<file path="config.mk">
export PLATFORM = sky130hd
export DESIGN_NAME = cop0_flat
export DESIGN_NICKNAME = d
export VERILOG_FILES = /design/src/rtl/cop0_pkg.sv /design/src/rtl/cop0_if.sv /design/src/rtl/cop0.sv /design/src/flat_wrapper.sv
export SDC_FILE = /design/constraint.sdc
export NUM_CORES = 1
export LEC_CHECK = 0
export BUFFER_PORTS_ARGS = -buffer_cell sky130_fd_sc_hd__buf_2
export CAP_MARGIN = 20
export CORE_UTILIZATION = 45
export CTS_CLUSTER_DIAMETER = 100
export DETAILED_ROUTE_END_ITERATION = 6
export PLACE_DENSITY = 0.79
export SYNTH_ARGS = -nofsm -noshare
export SYNTH_HDL_FRONTEND = slang
export SYNTH_SLANG_ARGS = --single-unit
</file>
<file path="constraint.sdc">
create_clock -name clk -period 2.1 [get_ports clk]
set_input_delay 0.21 -clock clk [delete_from_list [all_inputs] [get_ports clk]]
set_output_delay 0.21 -clock clk [all_outputs]
set_load 0.01 [all_outputs]
</file>
<file path="src/rtl/cop0_pkg.sv">
// Shared constants for the coprocessor-0 block: op encodings, register map, field positions.
package cop0_pkg;

    localparam int unsigned DATA_W    = 32;
    localparam int unsigned REG_NUM_W = 5;
    localparam int unsigned SEL_W     = 3;
    localparam int unsigned OP_W      = 3;
    localparam int unsigned CODE_W    = 20;
    localparam int unsigned EXCCODE_W = 5;

    typedef enum logic [OP_W-1:0] {
        COP_NONE    = 3'd0,
        COP_SYSCALL = 3'd1,
        COP_BREAK   = 3'd2,
        COP_ERET    = 3'd3,
        COP_RI      = 3'd4
    } cop_op_e;

    localparam logic [REG_NUM_W-1:0] CP0_COUNT   = 5'd9;
    localparam logic [REG_NUM_W-1:0] CP0_COMPARE = 5'd11;
    localparam logic [REG_NUM_W-1:0] CP0_STATUS  = 5'd12;
    localparam logic [REG_NUM_W-1:0] CP0_CAUSE   = 5'd13;
    localparam logic [REG_NUM_W-1:0] CP0_EPC     = 5'd14;
    localparam logic [REG_NUM_W-1:0] CP0_PRID    = 5'd15;
    localparam logic [REG_NUM_W-1:0] CP0_EXCINFO = 5'd22;

    localparam logic [EXCCODE_W-1:0] EXC_SYS = 5'd8;
    localparam logic [EXCCODE_W-1:0] EXC_BP  = 5'd9;
    localparam logic [EXCCODE_W-1:0] EXC_RI  = 5'd10;

    localparam logic [DATA_W-1:0] STATUS_WMASK = 32'h0000_FF03;
    localparam logic [DATA_W-1:0] CAUSE_WMASK  = 32'h0000_0300;

    localparam int unsigned STATUS_IE    = 0;
    localparam int unsigned STATUS_EXL   = 1;
    localparam int unsigned FIELD_IM_LO  = 8;
    localparam int unsigned FIELD_IM_HI  = 15;
    localparam int unsigned CAUSE_IP7    = 15;
    localparam int unsigned CAUSE_EXC_LO = 2;
    localparam int unsigned CAUSE_EXC_HI = 6;

    // True for the ops that take an exception (SYSCALL, BREAK, RI)
    function automatic logic is_exception(input logic [OP_W-1:0] op);
        return (op == COP_SYSCALL) || (op == COP_BREAK) || (op == COP_RI);
    endfunction

    // ExcCode recorded for each exception-taking op
    function automatic logic [EXCCODE_W-1:0] exc_code_of(input logic [OP_W-1:0] op);
        logic [EXCCODE_W-1:0] code;
        case (op)
            COP_SYSCALL: code = EXC_SYS;
            COP_BREAK:   code = EXC_BP;
            default:     code = EXC_RI;
        endcase
        return code;
    endfunction

endpackage

</file>
<file path="src/rtl/cop0_if.sv">
// Datapath <-> COP0 access bus: MTC0/MFC0, exception ops, PC redirect and interrupt.
interface cop0_if;
    import cop0_pkg::*;

    logic [REG_NUM_W-1:0] reg_num;
    logic [SEL_W-1:0]     reg_sel;
    logic [DATA_W-1:0]    in_data;
    logic [DATA_W-1:0]    next_pc;
    logic                 reg_wr;
    logic                 reg_rd;
    logic [OP_W-1:0]      cop_op;
    logic [CODE_W-1:0]    code;
    logic [DATA_W-1:0]    out_data;
    logic                 exc_redirect;
    logic [DATA_W-1:0]    redirect_pc;
    logic                 irq;

    modport master (
        output reg_num, reg_sel, in_data, next_pc, reg_wr, reg_rd, cop_op, code,
        input  out_data, exc_redirect, redirect_pc, irq
    );

    modport slave (
        input  reg_num, reg_sel, in_data, next_pc, reg_wr, reg_rd, cop_op, code,
        output out_data, exc_redirect, redirect_pc, irq
    );

endinterface

</file>
<file path="src/rtl/cop0.sv">
// MIPS coprocessor 0: control register file, exception/ERET bookkeeping and timer interrupt.
module cop0
    import cop0_pkg::*;
#(
    parameter logic [DATA_W-1:0] PRID       = 32'h0001_8000,
    parameter logic [DATA_W-1:0] EXC_VECTOR = 32'h8000_0180
) (
    input  logic   clk,
    input  logic   rst,
    cop0_if.slave  io_bus
);

    logic [DATA_W-1:0] r_count;
    logic [DATA_W-1:0] r_compare;
    logic [DATA_W-1:0] r_status;
    logic [DATA_W-1:0] r_cause;
    logic [DATA_W-1:0] r_epc;
    logic [CODE_W-1:0] r_excinfo;

    logic [DATA_W-1:0] w_count_nxt;
    logic [DATA_W-1:0] w_compare_nxt;
    logic [DATA_W-1:0] w_status_nxt;
    logic [DATA_W-1:0] w_cause_nxt;
    logic [DATA_W-1:0] w_epc_nxt;
    logic [CODE_W-1:0] w_excinfo_nxt;

    logic              w_sel0;
    logic              w_wr_count;
    logic              w_wr_compare;
    logic              w_wr_status;
    logic              w_wr_cause;
    logic              w_wr_epc;
    logic              w_exc;
    logic              w_eret;
    logic              w_save_code;
    logic              w_match;
    logic [DATA_W-1:0] w_rd_data;

    // Address decode of MTC0 targets and classification of the current op
    always_comb begin
        w_sel0       = (io_bus.reg_sel == '0);
        w_wr_count   = io_bus.reg_wr && w_sel0 && (io_bus.reg_num == CP0_COUNT);
        w_wr_compare = io_bus.reg_wr && w_sel0 && (io_bus.reg_num == CP0_COMPARE);
        w_wr_status  = io_bus.reg_wr && w_sel0 && (io_bus.reg_num == CP0_STATUS);
        w_wr_cause   = io_bus.reg_wr && w_sel0 && (io_bus.reg_num == CP0_CAUSE);
        w_wr_epc     = io_bus.reg_wr && w_sel0 && (io_bus.reg_num == CP0_EPC);
        w_exc        = is_exception(io_bus.cop_op);
        w_eret       = (io_bus.cop_op == COP_ERET);
        w_save_code  = (io_bus.cop_op == COP_SYSCALL) || (io_bus.cop_op == COP_BREAK);
        w_match      = (r_count == r_compare);
    end

    // Next register values: MTC0 first, then exception/ERET effects layered on top
    always_comb begin
        w_count_nxt   = w_wr_count ? io_bus.in_data : r_count + DATA_W'(1);
        w_compare_nxt = w_wr_compare ? io_bus.in_data : r_compare;

        w_status_nxt = w_wr_status ? (io_bus.in_data & STATUS_WMASK) : r_status;
        if (w_exc) begin
            w_status_nxt[STATUS_EXL] = 1'b1;
        end else if (w_eret) begin
            w_status_nxt[STATUS_EXL] = 1'b0;
        end

        w_cause_nxt = r_cause;
        if (w_wr_cause) begin
            w_cause_nxt = (r_cause & ~CAUSE_WMASK) | (io_bus.in_data & CAUSE_WMASK);
        end
        // Timer IP is sticky; a Compare write acknowledges it even on a match cycle
        if (w_wr_compare) begin
            w_cause_nxt[CAUSE_IP7] = 1'b0;
        end else if (w_match) begin
            w_cause_nxt[CAUSE_IP7] = 1'b1;
        end
        if (w_exc) begin
            w_cause_nxt[CAUSE_EXC_HI:CAUSE_EXC_LO] = exc_code_of(io_bus.cop_op);
        end

        w_epc_nxt = w_wr_epc ? io_bus.in_data : r_epc;
        if (w_exc) begin
            w_epc_nxt = io_bus.next_pc;
        end

        w_excinfo_nxt = w_save_code ? io_bus.code : r_excinfo;
    end

    // Register file update with synchronous reset
    always_ff @(posedge clk) begin
        if (rst) begin
            r_count   <= '0;
            r_compare <= '0;
            r_status  <= '0;
            r_cause   <= '0;
            r_epc     <= '0;
            r_excinfo <= '0;
        end else begin
            r_count   <= w_count_nxt;
            r_compare <= w_compare_nxt;
            r_status  <= w_status_nxt;
            r_cause   <= w_cause_nxt;
            r_epc     <= w_epc_nxt;
            r_excinfo <= w_excinfo_nxt;
        end
    end

    // MFC0 read mux; unmapped (reg,sel) pairs read zero
    always_comb begin
        w_rd_data = '0;
        if (w_sel0) begin
            case (io_bus.reg_num)
                CP0_COUNT:   w_rd_data = r_count;
                CP0_COMPARE: w_rd_data = r_compare;
                CP0_STATUS:  w_rd_data = r_status;
                CP0_CAUSE:   w_rd_data = r_cause;
                CP0_EPC:     w_rd_data = r_epc;
                CP0_PRID:    w_rd_data = PRID;
                CP0_EXCINFO: w_rd_data = DATA_W'(r_excinfo);
                default:     w_rd_data = '0;
            endcase
        end
        io_bus.out_data = io_bus.reg_rd ? w_rd_data : '0;
    end

    // PC redirect for exception entry and ERET
    always_comb begin
        io_bus.exc_redirect = 1'b0;
        io_bus.redirect_pc  = '0;
        if (w_exc) begin
            io_bus.exc_redirect = 1'b1;
            io_bus.redirect_pc  = EXC_VECTOR;
        end else if (w_eret) begin
            io_bus.exc_redirect = 1'b1;
            io_bus.redirect_pc  = r_epc;
        end
    end

    // Maskable interrupt request, suppressed while in exception level
    assign io_bus.irq = r_status[STATUS_IE] & ~r_status[STATUS_EXL]
                      & (|(r_cause[FIELD_IM_HI:FIELD_IM_LO] & r_status[FIELD_IM_HI:FIELD_IM_LO]));

endmodule

</file>
<file path="src/flat_wrapper.sv">
// flat-port wrapper written by rule: the top's interface ports become plain ports
module cop0_flat import cop0_pkg::*;
#(
    parameter logic [DATA_W-1:0] PRID       = 32'h0001_8000,
    parameter logic [DATA_W-1:0] EXC_VECTOR = 32'h8000_0180
)
  (clk, rst, io_bus_reg_num, io_bus_reg_sel, io_bus_in_data, io_bus_next_pc, io_bus_reg_wr, io_bus_reg_rd, io_bus_cop_op, io_bus_code, io_bus_out_data, io_bus_exc_redirect, io_bus_redirect_pc, io_bus_irq);
  cop0_if io_bus_i ();
  input  logic clk;
  input  logic rst;
  input wire logic [$bits(io_bus_i.reg_num)-1:0] io_bus_reg_num;
  input wire logic [$bits(io_bus_i.reg_sel)-1:0] io_bus_reg_sel;
  input wire logic [$bits(io_bus_i.in_data)-1:0] io_bus_in_data;
  input wire logic [$bits(io_bus_i.next_pc)-1:0] io_bus_next_pc;
  input wire logic [$bits(io_bus_i.reg_wr)-1:0] io_bus_reg_wr;
  input wire logic [$bits(io_bus_i.reg_rd)-1:0] io_bus_reg_rd;
  input wire logic [$bits(io_bus_i.cop_op)-1:0] io_bus_cop_op;
  input wire logic [$bits(io_bus_i.code)-1:0] io_bus_code;
  output wire logic [$bits(io_bus_i.out_data)-1:0] io_bus_out_data;
  output wire logic [$bits(io_bus_i.exc_redirect)-1:0] io_bus_exc_redirect;
  output wire logic [$bits(io_bus_i.redirect_pc)-1:0] io_bus_redirect_pc;
  output wire logic [$bits(io_bus_i.irq)-1:0] io_bus_irq;
  assign io_bus_i.reg_num = io_bus_reg_num;
  assign io_bus_i.reg_sel = io_bus_reg_sel;
  assign io_bus_i.in_data = io_bus_in_data;
  assign io_bus_i.next_pc = io_bus_next_pc;
  assign io_bus_i.reg_wr = io_bus_reg_wr;
  assign io_bus_i.reg_rd = io_bus_reg_rd;
  assign io_bus_i.cop_op = io_bus_cop_op;
  assign io_bus_i.code = io_bus_code;
  assign io_bus_out_data = io_bus_i.out_data;
  assign io_bus_exc_redirect = io_bus_i.exc_redirect;
  assign io_bus_redirect_pc = io_bus_i.redirect_pc;
  assign io_bus_irq = io_bus_i.irq;
  cop0 #(.PRID(PRID), .EXC_VECTOR(EXC_VECTOR)) u_core (.clk(clk), .rst(rst), .io_bus(io_bus_i));
endmodule
</file>
### Word-level counts from Yosys, hierarchy flattened

Cells that the tools add are included.

| storage, ports and cells | value |
|---|---|
| word-level logic and storage cells | 59 |
| input port bits | 99 |
| output and inout port bits | 66 |
| register bits | 158 |

| operators by class | value |
|---|---|
| reduce and logical (&&, ||, !) cells | 15 |
| $add $sub $neg | 1 |
| eq/ne operators | 12 |
| bitwise logic cells | 5 |
| mux-type cells | 17 |

Operators by type and width:

| kind | number |
|---|---|
| $mux 32 | 7 |
| $pmux 32 s7 | 1 |
| $add 32x1->32 const B | 1 |
| $eq 32x32->1 | 1 |
| $or 32x10->32 | 1 |
| $eq 5x4->1 const B | 6 |
| $mux 16 | 1 |
| $and 8x8->8 | 1 |
| $reduce_or 8->1 | 1 |
| $eq 3x2->1 const B | 2 |
| $logic_and 1x1->1 | 6 |
| $reduce_bool 2->1 | 3 |
| $eq 5x5->1 const B | 1 |
| $mux 1 | 5 |
| $mux 5 | 1 |
| $pmux 2 s2 | 1 |
| $eq 3x1->1 const B | 1 |
| $eq 3x3->1 const B | 1 |
| $logic_not 3->1 | 1 |
| $reduce_bool 3->1 | 1 |
| $and 1x1->1 | 2 |
| $logic_or 1x1->1 | 2 |
| $mux 2 | 1 |
| $reduce_or 2->1 | 1 |
| $not 1->1 | 1 |

### Logic depth before layout (Yosys ltp)

Gate-level depths: netlist of the first run.

| depth | value |
|---|---|
| depth in word-level cells | 6 |
| gate-level depth with buffers | 8 |
| mapped depth without buffers | 6 |

### Least setup slack after synthesis of the first run

OpenSTA, ideal clock, no wires.

| timing path | value |
|---|---|
| path type | in2out |
| start | input port io_bus_reg_num[0] |
| end | output port io_bus_out_data[20] |
| slack | 0.383 ns |
| arrival | 1.507 ns |
| required time | 1.890 ns |
| buffers on the path | 3 |
| stages | 7 |
| cell sequence | buf_2 nand3b_1 nor3b_1 buf_2 clkbuf_1 a222oi_1 nor2_1 |

| between the ends | value |
|---|---|
| cells in the longest elaborated chain, start to end | 4 |
| elaborated cells between the ends (all ways) | 10 |
| classes of those cells | eq/ne: 7; mux: 3 |

RTL lines:

| what | RTL line | text |
|---|---|---|
| start, declared | flat_wrapper.sv:11 | `input wire logic [$bits(io_bus_i.reg_num)-1:0] io_bus_reg_num;` |
| $eq 5x5->1 or $eq 5x4->1 (tied branches) | cop0.sv:110 | `case (io_bus.reg_num)` |
| $pmux 32 s7 (*) | cop0.sv:110 |  |
| $mux 32 (*) | cop0.sv:109 | `if (w_sel0) begin` |
| $mux 32 (*) | cop0.sv:121 | `io_bus.out_data = io_bus.reg_rd ? w_rd_data : '0;` |
| end, declared | flat_wrapper.sv:19 | `output wire logic [$bits(io_bus_i.out_data)-1:0] io_bus_out_data;` |

Mark *: on every way between the ends. The rest lies on a longest branch, timed or not.

### Final worst setup path of the first run

| timing path | value |
|---|---|
| start | input port io_bus_reg_num[4] |
| end | output port io_bus_out_data[14] |

The elaborated chain is that of the path after synthesis.

==> results of run 1 <==
[through the flow]
stage	total power, W	std cells	setup slack, ps	hold WS [ps]	instance area (µm²)
2_1_floorplan	0.00312	829	383	354	7050
3_3_place_gp	0.00340	1167	179	432	8270
3_5_place_dp	0.00341	1167	126	443	8270
4_1_cts	0.00678	1199	91.0	14.7	8950
5_1_grt	0.00696	1201	25.6	38.6	8970
6_report	0.00676	1201	131	18.3	8970
[layout by cell type (no fill, tap or decap), types with 25 or more instances in the layout]
master,netlist,routed
dfxtp_1,132,132
mux2i_1,65,65
nor2_1,118,116
xnor2_1,39,39
and2_1,34,34
a222oi_1,30,30
buf_4,4,30
buf_2,22,163
nand3_1,45,45
a211oi_1,61,61
nand2_1,59,58
xor2_1,25,25
a21oi_1,53,53
[sequential cells by signal (all words and copies together), names as in the netlist]
| register | count |
|---|---|
| u_core.r_count | 32 |
| u_core.r_epc | 32 |
| u_core.r_compare | 32 |
| u_core.r_status | 10 |
| u_core.r_excinfo | 20 |
| u_core.r_cause | 6 |
[report_power, final]
group / switching [W] / leakage [nW] / internal, W
Sequential: 0.0000832 / 1.08 / 0.00261
Combinational: 0.000378 / 2.26 / 0.000294
Clock: 0.00114 / 0.319 / 0.00225
Total: 0.00160 / 3.65 / 0.00516
[repair_timing]
action / CTS / global route
setup endpoints to repair: 0 / 7
buffers inserted: 0 / 2
resized for setup: 0 / 2
[synth_stat cells, types with 6 or more instances]
library cell,count
a211oi_1,61
a21oi_1,53
a222oi_1,30
a22oi_1,17
and2_1,34
and3_1,6
buf_2,22
clkbuf_1,47
dfxtp_1,132
mux2i_1,65
nand2_1,59
nand3_1,45
nand4_1,17
nor2_1,118
xnor2_1,39
xor2_1,25
[worst max-delay path, delay by kind of cell]
kind | cells | cell delay (ps)
buffers and inverters | 4 | 700
and+or+nand+nor | 2 | 570
AOI/OAI and AO/OA | 2 | 270
[area by class of cell]
type | count | area share (%)
clock buffer | 19 | 4.94
inverter | 4 | 0.167
timing repair buffer | 205 | 14.2
clock inverter | 13 | 2.57
sequential | 132 | 29.4
multi-input combinational | 617 | 45.8
tap | 211 | 2.94
[worst max-delay path by stage]
stage / from / end / slack, ps / depth (start not counted)
5_1_grt: io_bus_reg_num[4] / io_bus_out_data[19] / 30 / 8
2_1_floorplan: io_bus_reg_num[0] / io_bus_out_data[20] / 380 / 7
3_5_place_dp: u_core.r_count[0]$_SDFF_PP0_ / u_core.r_count[26]$_SDFF_PP0_ / 130 / 6
4_1_cts: u_core.r_count[0]$_SDFF_PP0_ / u_core.r_count[26]$_SDFF_PP0_ / 90 / 6
3_3_place_gp: u_core.r_count[0]$_SDFF_PP0_ / u_core.r_count[28]$_SDFF_PP0_ / 180 / 6
6_report: io_bus_reg_num[4] / io_bus_out_data[14] / 130 / 8
[per-layer routing]
| layer | vias up | GRT usage [%] | part of all wire, % |
|---|---|---|---|
| li1 | 3305 | - | - |
| met1 | 3277 | 36.4 | 44 |
| met2 | 341 | 43.7 | 46 |
| met3 | 39 | 5.49 | 7.9 |
| met4 | 0 | 9.59 | 2.0 |
| met5 | - | 0 | 0 |
[cells by family after synthesis]
logic type | after synthesis | synth area share, %
fa+ha+maj | 1 | 0.177
mux | 65 | 9.23
flops | 132 | 37.5
simple gates | 310 | 22.2
buf+inv | 80 | 4.88
xor+xnor | 64 | 7.95
compound gates | 177 | 18.1
==> metrics.csv, run 1 <==
stage,metric,value,unit
pwr,p_leak,3.65,nW
timing,fmax,0.508,GHz
placed_design,dp_hpwl,15100,µm
synthesis,synth_cell_type_count,46,
synthesis,async_flop_share,0,%
timing,fin_crit,1970,ps
finish,synthToLayoutAreaGrowth,27.3,%
route,dr.pass1.iters,6,
finish,n_antenna_cell,0,
timing,worst_slew_pin_slew,463,ps
synthesis,syn_avg_cell_area,8.51,µm²
clock_tree,cts_buffers,17,
hold_path,hp-start,io_bus_code[3],
placed_design,portBuffers,164,
clock_tree,cts_hold_buf,0,
clock_tree,cts_htree_levels,4,
finish,seq_area,0.00264,mm²
global_routing,grt_util_all_layers,27.2,%
critical_path,start_kind,primary input,
global_routing,grt_pass1_vias,6471,
synthesis,netlist_top_cells_area,"dfxtp_1 37%, mux2i_1 9.2%, a211oi_1 6.5%",
die,die_area,0.0162,mm²
critical_path,path_cells,buf_2 > nand3b_1 > nor3b_2 > buf_4 > buf_12 > a22oi_1 > a21oi_1 > buf_2,
route,drt_iter0_drc,816,
hold_path,hold_end,u_core.r_excinfo[3]$_SDFFE_PP0N_,
critical_path,crit_required,1890,ps
synthesis,synth_top_area_share,37.5,%
die,ioPinCount,165,
timing,period_share,93.7,%
hold_path,holdCritPathClass,in -> reg,
route,vias,6962,
timing,drv_slew,0,
critical_path,worstPathArrival,1760,ps
critical_path,cpMostUsedCell,buf_2,
synthesis,synth_edf_count,0,
critical_path,ff2ff_path_depth,6,
global_routing,antenna_found_initial,0,
synthesis,synth_flop_cell,dfxtp_1,
timing,fin_worst_skew,8.95,ps
critical_path,crit_type,in -> out,
clock_tree,cts_root_buf,clkbuf_16,
timing,tns,0,ps
finish,multi_input_area,0.00411,mm²
synthesis,ys.warnings.count,0,
timing,setup_viol,0,
status,status,completed,
finish,fin_util,58.8,%
pwr,power-per-cell-area,753,mW/mm²
die,die_y,127,µm
finish,drive_gt1_share,26.1,%
hold_path,holdPathStages,3,
critical_path,rrSetupSlack,220,ps
die,core-area,0.0153,mm²
critical_path,endpoint_kind,primary output,
run,max-cap-violations,0,
synthesis,ys_ff_latch,132,
route,vias_per_cell,5.80,
clock_tree,cts_tree,built,
critical_path,r2r_end,u_core.r_count[17]$_SDFF_PP0_,
clock_tree,cts_buffer_depth,2,
route,postRouteAntennaNets,0,
critical_path,r2r_start,u_core.r_count[5]$_SDFF_PP0_,
global_routing,grt_pass1_wl,34100,µm
route,wire_per_inst,18.1,µm
synthesis,yosysTopAreaCell,dfxtp_1,
synthesis,ys_seq_area_share,37.5,%
timing,slew_headroom,68.8,%
route,finalWirelength,21800,µm
global_routing,overflow,0,
global_routing,grt_max_degree,42,
timing,hold_viol,0,
finish,final_nets,1077,
pwr,peakVddDrop,0.000585,V
route,drc_errors,0,
synthesis,synth_nets,929,
clock_tree,clkTransAtPathRegs,60,ps
critical_path,cp_max_fo,30,
die,die_x,127,µm
placed_design,routabilityCongestion,0.898,
timing,rsz0062_at_grt,false,
critical_path,max_stage_delay,310,ps
synthesis,synth_cells,829,
clock_tree,cts_sinks,132,
finish,nFillCells,1371,
die,rows,45,
die,initial_utilization,46.2,%
synthesis,syn-cell-area,0.00705,mm²
critical_path,worst_path_max_delay_cell,nor3b_2,
clock_tree,clk_latency,430,ps
No activity file was read; power rests on OpenSTA's default activity.
==> inputs of run 2 (changes only) <==
--- a/config.mk
+++ b/config.mk
@@ -11,6 +11,7 @@
 export CTS_CLUSTER_DIAMETER = 100
 export DETAILED_ROUTE_END_ITERATION = 6
 export PLACE_DENSITY = 0.79
+export SETUP_SLACK_MARGIN = 0.4
 export SYNTH_ARGS = -nofsm -noshare
 export SYNTH_HDL_FRONTEND = slang
 export SYNTH_SLANG_ARGS = --single-unit
==> run 2 against run 1 <==
The flow now finishes with violations (DRC). Register-to-register slack gained 190 ps. Clock power shrank 13%. Critical path depth is the same.
==> metrics.csv, run 2 (synthesis gave the netlist of run 1 again) <==
stage,metric,value,unit
critical_path,worstPathArrival,1640,ps
timing,rsz0062_at_grt,true,
route,dr.pass1.iters,7,
timing,period_share,88.1,%
route,wire_per_inst,19.1,µm
finish,multi_input_area,0.00432,mm²
finish,final_cell_mix,"159 x buf_2, 122 x dfxtp_1, 116 x nor2_1, 65 x mux2i_1, 59 x a211oi_1",
global_routing,grt_util_all_layers,28.8,%
clock_tree,cts_root_buf,clkbuf_16,
global_routing,grt_pass1_vias,6671,
clock_tree,cts_sinks,132,
placed_design,dp_hpwl,14600,µm
clock_tree,clkTransAtPathRegs,60,ps
critical_path,cp_max_fo,17,
finish,final_nets,1119,
critical_path,crit_required,1890,ps
critical_path,path_cells,buf_4 > nand2_2 > nor4b_4 > buf_6 > buf_12 > a222oi_1 > a31oi_2 > buf_2,
route,vias_per_cell,5.79,
critical_path,endpoint,io_bus_out_data[15],
critical_path,r2r_end,u_core.r_count[16]$_SDFF_PP0_,
pwr,power-per-cell-area,658,mW/mm²
timing,setup_viol,0,
placed_design,routabilityCongestion,0.838,
clock_tree,cts_buffer_depth,2,
run,max-cap-violations,0,
critical_path,crit_type,in -> out,
critical_path,worst_path_max_delay_cell,nor4b_4,
placed_design,portBuffers,164,
timing,fmax,0.540,GHz
route,finalWirelength,23700,µm
clock_tree,cts_htree_levels,4,
die,die_x,127,µm
global_routing,grt_pass1_wl,36100,µm
timing,drv_slew,0,
pwr,peakVddDrop,0.000686,V
timing,fin_worst_skew,7.47,ps
status,status,"finished, violations left",
finish,nFillCells,1242,
clock_tree,cts_hold_buf,0,
route,drt_iter0_drc,744,
finish,n_antenna_cell,0,
die,die_area,0.0162,mm²
critical_path,endpoint_kind,primary output,
route,postRouteAntennaNets,0,
timing,tns,0,ps
timing,worst_slew_pin_slew,504,ps
critical_path,start_kind,primary input,
timing,fin_crit,1850,ps
die,rows,45,
clock_tree,cts_buffers,17,
finish,seq_area,0.00266,mm²
die,core-area,0.0153,mm²
global_routing,overflow,0,
finish,layout_commonest_cell,buf_2,
critical_path,rrSetupSlack,410,ps
clock_tree,clk_latency,420,ps
finish,synthToLayoutAreaGrowth,38.0,%
global_routing,grt_max_degree,64,
hold_path,holdCritPathClass,in -> reg,
status,violations,DRC,
route,vias,7196,
critical_path,max_stage_delay,310,ps
timing,hold_viol,0,
clock_tree,cts_tree,built,
die,die_y,127,µm
placed_design,place_ws,136,ps
route,drc_errors,2,
critical_path,ff2ff_path_depth,6,
die,initial_utilization,46.2,%
finish,reg.largest.list,"u_core.r_compare (32), u_core.r_count (32), u_core.r_epc (32)",
die,ioPinCount,165,
global_routing,antenna_found_initial,0,
timing,slew_headroom,66.4,%
critical_path,crit_path_start,io_bus_reg_num[2],
timing,setup_slack,250,ps
critical_path,r2r_start,u_core.r_count[14]$_SDFF_PP0_,
pwr,p_leak,3.96,nW
finish,drive_gt1_share,34.0,%
[run 2: changes by cell type in the layout (fill, tap and decap cells not counted), sizes merged]
| cell | change |
|---|---|
| clkbuf | +3 |
| inv | +1 |
| bufbuf | +1 |
| buf | +39 |
| clkinv | +2 |
| bufinv | -4 |
[run 2: stage by stage]
stage	total power [W]	cell area, µm²	util (%)	instances	hold WS, ps
floorplan	0.00312	7050	-	829	354
global placement	0.00340	8310	54.4	1173	434
detailed placement	0.00341	8310	54.4	1173	449
CTS	0.00640	9460	62.0	1232	23.0
global route	0.00663	9730	63.8	1243	19.5
finish	0.00641	9730	63.8	1243	29.7
[run 2: repair_timing]
action	in CTS	in global routing
resized for setup	50	38
setup buffers	19	8
endpoints found under the setup margin	52	55
cloned	8	3
pin swaps	34	33
[run 2: final cells by class]
| type | count | share of cell area, % |
|---|---|---|
| tap | 211 | 2.71 |
| clock buffer | 20 | 4.79 |
| sequential | 132 | 27.4 |
| inverter | 4 | 0.154 |
| clock inverter | 12 | 1.32 |
| timing repair buffer | 247 | 19.3 |
| multi-input combinational | 617 | 44.4 |
[run 2: per-layer routing]
layer	GRT usage [%]	part of all wire (%)	routed length [µm]
met3	5.07	8.4	1990
met5	0	0	0
met2	46.8	46	11000
met4	10.2	2.1	501
met1	38.6	43	10300
[run 2: report_power, final]
part           total [W]  internal, W  switching [W]
combinational   0.000756     0.000347       0.000409
clock            0.00296      0.00184        0.00113
sequential       0.00269      0.00261      0.0000816
total            0.00641      0.00479        0.00162
[run 2: worst min-delay path by stage]
| stage | start | end | slack, ps | depth (start not counted) |
|---|---|---|---|---|
| 5_1_grt | io_bus_code[16] | u_core.r_excinfo[16]$_SDFFE_PP0N_ | 20 | 3 |
| 4_1_cts | io_bus_code[14] | u_core.r_excinfo[14]$_SDFFE_PP0N_ | 20 | 3 |
| 3_3_place_gp | u_core.r_cause[5]$_SDFFE_PP0P_ | u_core.r_cause[5]$_SDFFE_PP0P_ | 430 | 2 |
| 2_1_floorplan | io_bus_in_data[1] | u_core.r_count[1]$_SDFF_PP0_ | 350 | 2 |
| 6_report | io_bus_code[14] | u_core.r_excinfo[14]$_SDFFE_PP0N_ | 30 | 3 |
| 3_5_place_dp | u_core.r_cause[5]$_SDFFE_PP0P_ | u_core.r_cause[5]$_SDFFE_PP0P_ | 450 | 2 |
[run 2: critical path: cells and delay by family]
kind / cells / cell delay [ps]
buf+inv: 4 / 670
simple gates: 2 / 440
compound gates: 2 / 330
